**config.mk**
```make
export PLATFORM = sky130hd
export DESIGN_NAME = fifo_wr_arbiter
export DESIGN_NICKNAME = d
export VERILOG_FILES = /design/src/rtl/fifo_wr_arbiter.sv
export SDC_FILE = /design/constraint.sdc
export NUM_CORES = 1
export LEC_CHECK = 0
export ABC_AREA = 1
export CAP_MARGIN = 30
export CORE_ASPECT_RATIO = 1.75
export CORE_MARGIN = 2
export CORE_UTILIZATION = 41
export DETAILED_ROUTE_END_ITERATION = 6
export PLACE_DENSITY = 0.95
export SLEW_MARGIN = 20
export SYNTH_ARGS = -nofsm -noshare
export SYNTH_HDL_FRONTEND = slang
export SYNTH_SLANG_ARGS = --single-unit
```
**constraint.sdc**
```tcl
create_clock -name wr_clk -period 5.7 [get_ports wr_clk]
set_input_delay 1.425 -clock wr_clk [delete_from_list [all_inputs] [get_ports wr_clk]]
set_output_delay 1.425 -clock wr_clk [all_outputs]
set_load 0.01 [all_outputs]
```
**src/rtl/fifo_wr_arbiter.sv**
```systemverilog
// fifo_wr_arbiter: round-robin arbiter sharing the FIFO memory write port among NUM_REQ producers.
// Define FIFO_WR_ARB_BURST_EN to compile in burst lock (up to BURST_LEN consecutive beats per grant).
module fifo_wr_arbiter #(
    parameter int NUM_REQ    = 4,
    parameter int DATA_WIDTH = 8,
    parameter int BURST_LEN  = 4,
    parameter int ID_WIDTH   = $clog2(NUM_REQ)
) (
    input  logic                          wr_clk,
    input  logic                          wr_rst,
    input  logic [NUM_REQ-1:0]            req_valid,
    input  logic [NUM_REQ*DATA_WIDTH-1:0] req_data,
    output logic [NUM_REQ-1:0]            req_ready,
    input  logic                          wr_full,
    output logic                          wr_inc,
    output logic [DATA_WIDTH-1:0]         wr_data,
    output logic [ID_WIDTH-1:0]           grant_id,
    output logic                          locked
);

    logic [ID_WIDTH-1:0] r_ptr;
    logic [ID_WIDTH-1:0] r_grant_id;
    logic                w_rr_found;
    logic [ID_WIDTH-1:0] w_rr_id;
    logic                w_win_found;
    logic [ID_WIDTH-1:0] w_win_id;
    logic                w_beat;

    function automatic logic [ID_WIDTH-1:0] f_next(input logic [ID_WIDTH-1:0] k);
        return (int'(k) == NUM_REQ - 1) ? '0 : k + ID_WIDTH'(1);
    endfunction

    // First valid requester at or after r_ptr, wrapping modulo NUM_REQ.
    always_comb begin
        w_rr_found = 1'b0;
        w_rr_id    = '0;
        for (int i = 0; i < NUM_REQ; i++) begin
            if (!w_rr_found && req_valid[(int'(r_ptr) + i) % NUM_REQ]) begin
                w_rr_found = 1'b1;
                w_rr_id    = ID_WIDTH'((int'(r_ptr) + i) % NUM_REQ);
            end
        end
    end

`ifdef FIFO_WR_ARB_BURST_EN
    localparam int CNT_W = (BURST_LEN > 1) ? $clog2(BURST_LEN) : 1;

    logic                r_locked;
    logic [ID_WIDTH-1:0] r_lk_id;
    logic [CNT_W-1:0]    r_cnt;
    logic                w_release;

    always_comb begin
        w_release   = r_locked && !req_valid[r_lk_id];
        w_win_found = r_locked ? req_valid[r_lk_id] : w_rr_found;
        w_win_id    = r_locked ? r_lk_id : w_rr_id;
    end

    always_ff @(posedge wr_clk or negedge wr_rst) begin
        if (!wr_rst) begin
            r_ptr      <= '0;
            r_grant_id <= '0;
            r_locked   <= 1'b0;
            r_lk_id    <= '0;
            r_cnt      <= '0;
        end else if (w_release) begin
            r_locked <= 1'b0;
            r_cnt    <= '0;
            r_ptr    <= f_next(r_lk_id);
        end else if (w_beat) begin
            r_grant_id <= w_win_id;
            if (int'(r_cnt) + 1 == BURST_LEN) begin
                r_locked <= 1'b0;
                r_cnt    <= '0;
                r_ptr    <= f_next(w_win_id);
            end else begin
                r_locked <= 1'b1;
                r_lk_id  <= w_win_id;
                r_cnt    <= r_cnt + CNT_W'(1);
            end
        end
    end

    assign locked = r_locked;
`else
    // Without burst lock the grant rotates after every beat, so BURST_LEN has no effect.
    localparam int unused_burst_len = BURST_LEN;

    always_comb begin
        w_win_found = w_rr_found;
        w_win_id    = w_rr_id;
    end

    always_ff @(posedge wr_clk or negedge wr_rst) begin
        if (!wr_rst) begin
            r_ptr      <= '0;
            r_grant_id <= '0;
        end else if (w_beat) begin
            r_grant_id <= w_win_id;
            r_ptr      <= f_next(w_win_id);
        end
    end

    assign locked = 1'b0;
`endif

    // Reset low gates every beat, which also forces req_ready/wr_inc/wr_data to zero.
    assign w_beat   = wr_rst && !wr_full && w_win_found;
    assign wr_inc   = w_beat;
    assign grant_id = r_grant_id;

    for (genvar gi = 0; gi < NUM_REQ; gi++) begin : g_ready
        assign req_ready[gi] = w_beat && (int'(w_win_id) == gi);
    end

    always_comb begin
        wr_data = '0;
        if (w_beat) begin
            wr_data = req_data[int'(w_win_id)*DATA_WIDTH +: DATA_WIDTH];
        end
    end

endmodule

```
---- Yosys cells after proc, flatten, opt, wreduce, memory -nomap -nowiden ----
Index checks and enable logic that the tools add are counted.
Widths: inputs -> output; s select.
cells by class
  add/subtract/negate cells ............... 4
  order comparisons ....................... 4
  eq/ne operators ......................... 3
  shift operators ......................... 1
  muxes and demuxes ....................... 21
  bitwise gates (word level) .............. 3
  reduce and logical (&&, ||, !) cells .... 17
operators with widths
  cell                 number
  $shiftx 32x6->8      1
  $lt 3x4->1 const B   3
  $mux 1               11
  $mux 2               5
  $logic_and 1x1->1    9
  $bmux 1 s2           4
  $mux 8               1
  $reduce_or 2->1      3
  $add 2x1->2 const B  2
  $add 2x2->2 const B  2
  $eq 2x2->1 const B   2
  $logic_not 1->1      4
  $and 1x1->1 const A  3
  $lt 2x3->1 const B   1
  $eq 2x1->1 const B   1
  $logic_not 2->1      1
word-level totals
  register bits ........................... 4
  bits of input ports ..................... 39
  output and inout bits ................... 16
  logic and storage cells ................. 55

---- Logic depth before layout (Yosys ltp) ----
Gate-level depths: netlist of the first run.
  word-level depth ........................ 16
  gate-level depth with buffers ........... 15
  mapped depth without buffers ............ 14

---- Worst setup path after synthesis of the first run ----
No wires, ideal clock.
  kind .................................... in2out
  start point ............................. in req_valid[3]
  end point ............................... out req_ready[2]
  data arrival time ....................... 2.619 ns
  data required time ...................... 4.275 ns
  slack ................................... 1.656 ns
  stages on the path ...................... 12
  path buffers ............................ 0
  path through ............................ inv_1 > nand2_1 > nand3_1 > nand2_2 > nor2_4 > nand3_1 > nand3_1 > nand2_2 > inv_2 > ha_1 > inv_1 > nor2_1
between the ends
  cells in the longest elaborated chain, start to end .. 14
  elaborated cells between the ends (all ways) .. 28
  those cells by class .................... eq/ne: 1; mux: 19; reduce/logical: 8
ends and longest elaborated chain
  what                          line  source
  from (decl)                   11    input logic [NUM_REQ-1:0] req_valid,
  $bmux 1 s2                    38    if (!w_rr_found && req_valid[(int'(r_ptr) + i) % NUM_REQ]) begin
  $mux 1 (implied by the code)  38
  $mux 1                        38
  $logic_not 1->1               38
  $logic_and 1x1->1             38
  $mux 1                        38
  $logic_not 1->1               38
  $logic_and 1x1->1             38
  $mux 1                        38
  $logic_not 1->1               38
  $logic_and 1x1->1             38
  $mux 2 *                      38
  named net w_rr_id[1]          24    logic [ID_WIDTH-1:0] w_rr_id;
  $eq 2x2->1 *                  113   assign req_ready[gi] = w_beat && (int'(w_win_id) == gi);
  $logic_and 1x1->1 *           113
  to (decl)                     13    output logic [NUM_REQ-1:0] req_ready,
The timed path passes the listed nets; every way through them passes the cells marked *. The select of a mux whose other input is x is not followed.

---- Final worst setup path of the first run ----
  start point ............................. in req_valid[3]
  end point ............................... out req_ready[3]
between the ends
  cells in the longest elaborated chain, start to end .. 14
  elaborated cells between the ends (all ways) .. 28
  those cells by class .................... eq/ne: 1; mux: 19; reduce/logical: 8
ends and longest elaborated chain
  what                          line
  $bmux 1 s2                    38
  $mux 1 (implied by the code)  38
  $mux 1                        38
  $logic_not 1->1               38
  $logic_and 1x1->1             38
  $mux 1                        38
  $logic_not 1->1               38
  $logic_and 1x1->1             38
  $mux 1                        38
  $logic_not 1->1               38
  $logic_and 1x1->1             38
  $mux 2 *                      38
  named net w_rr_id[0]          24
  $eq 2x1->1 *                  113
  $logic_and 1x1->1 *           113
Marked as above.

==> results of run 1 <==
==> worst max-delay path by stage <==
stage / start / to / slack, ps / cells after the start
4_1_cts: req_valid[3] / req_ready[3] / 440 / 13
5_1_grt: req_valid[3] / req_ready[3] / 230 / 14
3_5_place_dp: req_valid[3] / req_ready[3] / 450 / 13
2_1_floorplan: req_valid[3] / req_ready[2] / 1660 / 12
6_report: req_valid[3] / req_ready[3] / 430 / 13
3_3_place_gp: req_valid[3] / req_ready[3] / 490 / 13
==> cells in the mapped netlist <==
cell type,instances
nand2_1,79
inv_8,1
nand3_4,2
inv_1,24
buf_4,1
conb_1,1
o21ai_2,1
o21ai_1,5
buf_2,1
nand4_1,7
buf_6,3
nand3_2,2
nor2_4,1
inv_2,5
ha_1,4
dfrtp_1,4
nand3_1,16
nand2_4,1
nor2_1,4
a21oi_1,3
nor2_2,1
o21ai_0,1
nand2_2,8
==> state kept, by name, summed over array words and instances (netlist names) <==
signal,flops
grant_id,2
r_ptr,2
==> critical path: stages <==
cell and delay, ps:
clkdlybuf4s50_1 490, inv_1 60, nand2_1 80, nand3_1 110, nand2_2 130, inv_2 50, nand3_2 140, nand3_4 240
inv_2 240, ha_1 170, inv_1 40, nor2_1 100, clkdlybuf4s50_1 550
==> routing by layer <==
metal	vias up	part of all wire	track usage
li1	640	-	-
met1	526	0.35	0.224
met2	38	0.57	0.417
met3	8	0.050	0.0461
met4	0	0.029	0.0917
met5	-	0	0
==> cell families after synthesis <==
group	Yosys count	synth area share
flip-flops	4	0.106
adder cells (fa/ha/maj)	4	0.0531
other	1	0.00397
AO/OA/AOI/OAI	10	0.0570
buffers and inverters	35	0.176
AND/OR/NAND/NOR	121	0.603
==> power by group <==
group / internal (mW) / total, mW / switching (mW)
clock network: 0.0448 / 0.0574 / 0.0125
registers: 0.0422 / 0.0649 / 0.0227
logic: 0.276 / 0.727 / 0.451
==> layout make-up <==
cell class,instances,area (sq um),area share
clock buffer,3,41.3,0.0275
inverter,30,120,0.0801
multi-input combinational,136,677,0.451
sequential,4,100,0.0667
tap,25,31.3,0.0209
timing repair buffer,53,531,0.354
==> per-stage QoR <==
step	area [sq um]	total power, mW	cells	hold WS [ps]
floorplan	943	0.621	175	516
global placement	1460	0.777	248	476
detailed placement	1460	0.791	248	477
CTS	1500	0.854	251	492
global route	1500	0.946	251	544
finish	1500	0.849	251	487
==> impl_metrics.csv, run 1 <==
group,metric,value,unit
run_status,outcome,"finished clean",
hold_path,hold_path_class,"reg2reg",
clock_tree,clkTransAtPathRegs,30,ps
timing,period_share,0.924,
clock_tree,cts_buffer_depth,2,
place,gp_congestion,0.820,
timing,maxSlewViolCount,0,
critical_path,critPathCaptureType,"primary output",
yosys,ys_seq_area_frac,0.106,
floorplanning,die-area,2720,sq um
floorplanning,dieWidth,40.3,microns
timing,final.setup.worst_slack,432,ps
clock_tree,ctsHtreeMaxLevel,1,
detailed_routing,drc,0,
clock_tree,cts-root-buf,"clkbuf_8",
critical_path,reg2reg_depth,10,
floorplanning,pin_count,55,
detailed_routing,drt_iter0_drc,30,
detailed_routing,drt_pass1_iterations,4,
place,port_buffers,53,
critical_path,r2r-end,"r_ptr[1]",
critical_path,crit_arrival,3840,ps
timing,min_period,5270,ps
clock_tree,post-cts-setup-buffers,0,
yosys,synthCells,175,
global_routing,antenna_found_initial,0,
detailed_routing,vias,1212,
layout,final_cell_mix,"79 x nand2_1, 53 x clkdlybuf4s50_1, 24 x inv_1",
layout,diodes,0,
detailed_routing,wl_per_cell,10.7,microns
yosys,yosysTopAreaCell,"nand2_1",
critical_path,criticalPathCategory,"in2out",
yosys,yosysWarnings,0,
floorplanning,coreArea,2240,sq um
yosys,syn_area,943,sq um
detailed_routing,postRouteAntennaNets,0,
yosys,synth.avg_cell_area,5.39,sq um
critical_path,r2r-start,"r_ptr[0]",
clock_tree,postCtsHoldBufs,0,
clock_tree,tritoncts,"built",
critical_path,r2r_setup_slack,3400,ps
layout,fin_util,0.668,
layout,nFillCells,209,
yosys,syn_nets,218,
clock_tree,cts-buffers-inserted,3,
layout,final_layout_size_suffix_gt1_frac,0.111,
layout,final_common_cell,"nand2_1",
clock_tree,clock_latency,210,ps
global_routing,grt_first_pass_wirelength,4440,microns
timing,clock_skew,1.39,ps
global_routing,grt_start_max_net_pins,23,
place,place_ws,454,ps
floorplanning,rows,23,
timing,rsz0062_at_grt,"no",
timing,fmax,190,MHz
place,hpwl,2260,microns
critical_path,cp.required,4280,ps
critical_path,path_max_fanout,22,
pwr,power_density,566,nW/um^2
yosys,synth_seq_cells,4,
global_routing,gr-total-overflow,0,
floorplanning,start_util,0.420,
pwr,leakage,0.792,nW
floorplanning,die_h,67.5,microns
yosys,synth_top_area_frac,0.314,
layout,synthToLayoutAreaGrowth,59.0,%
global_routing,grt_pass1_vias,1156,
global_routing,track_usage,0.225,
flow_run,maxCapViolCount,0,
timing,fin_setup_tns,0,ps
hold_path,hp-start,"grant_id[1]",
clock_tree,cts_resized,0,
hold_path,hold-path-endpoint,"grant_id[1]",
clock_tree,clock_sinks,4,
layout,layout.nets,271,
critical_path,crit_path_start_kind,"primary input",
pwr,peakVddDrop,332,uV
detailed_routing,finalWirelength,2690,microns
hold_path,hold_depth,2,
timing,hold_violations,0,
timing,setup-violations-final,0,
yosys,synth_area_leaders,"nand2_1 31%, dfrtp_1 11%, inv_1 9.5%, nand3_1 8.5%, ha_1 5.3%",
detailed_routing,vias_per_cell,4.83,
yosys,synthDistinctLibCells,23,
Note: power is estimated with default switching activity, not from simulation.
==> run 2: changes to the inputs <==
CAP_MARGIN = 10   (was 30)
==> results of run 2 <==
Final layout, timing and power as in run 1 (identical DEF).
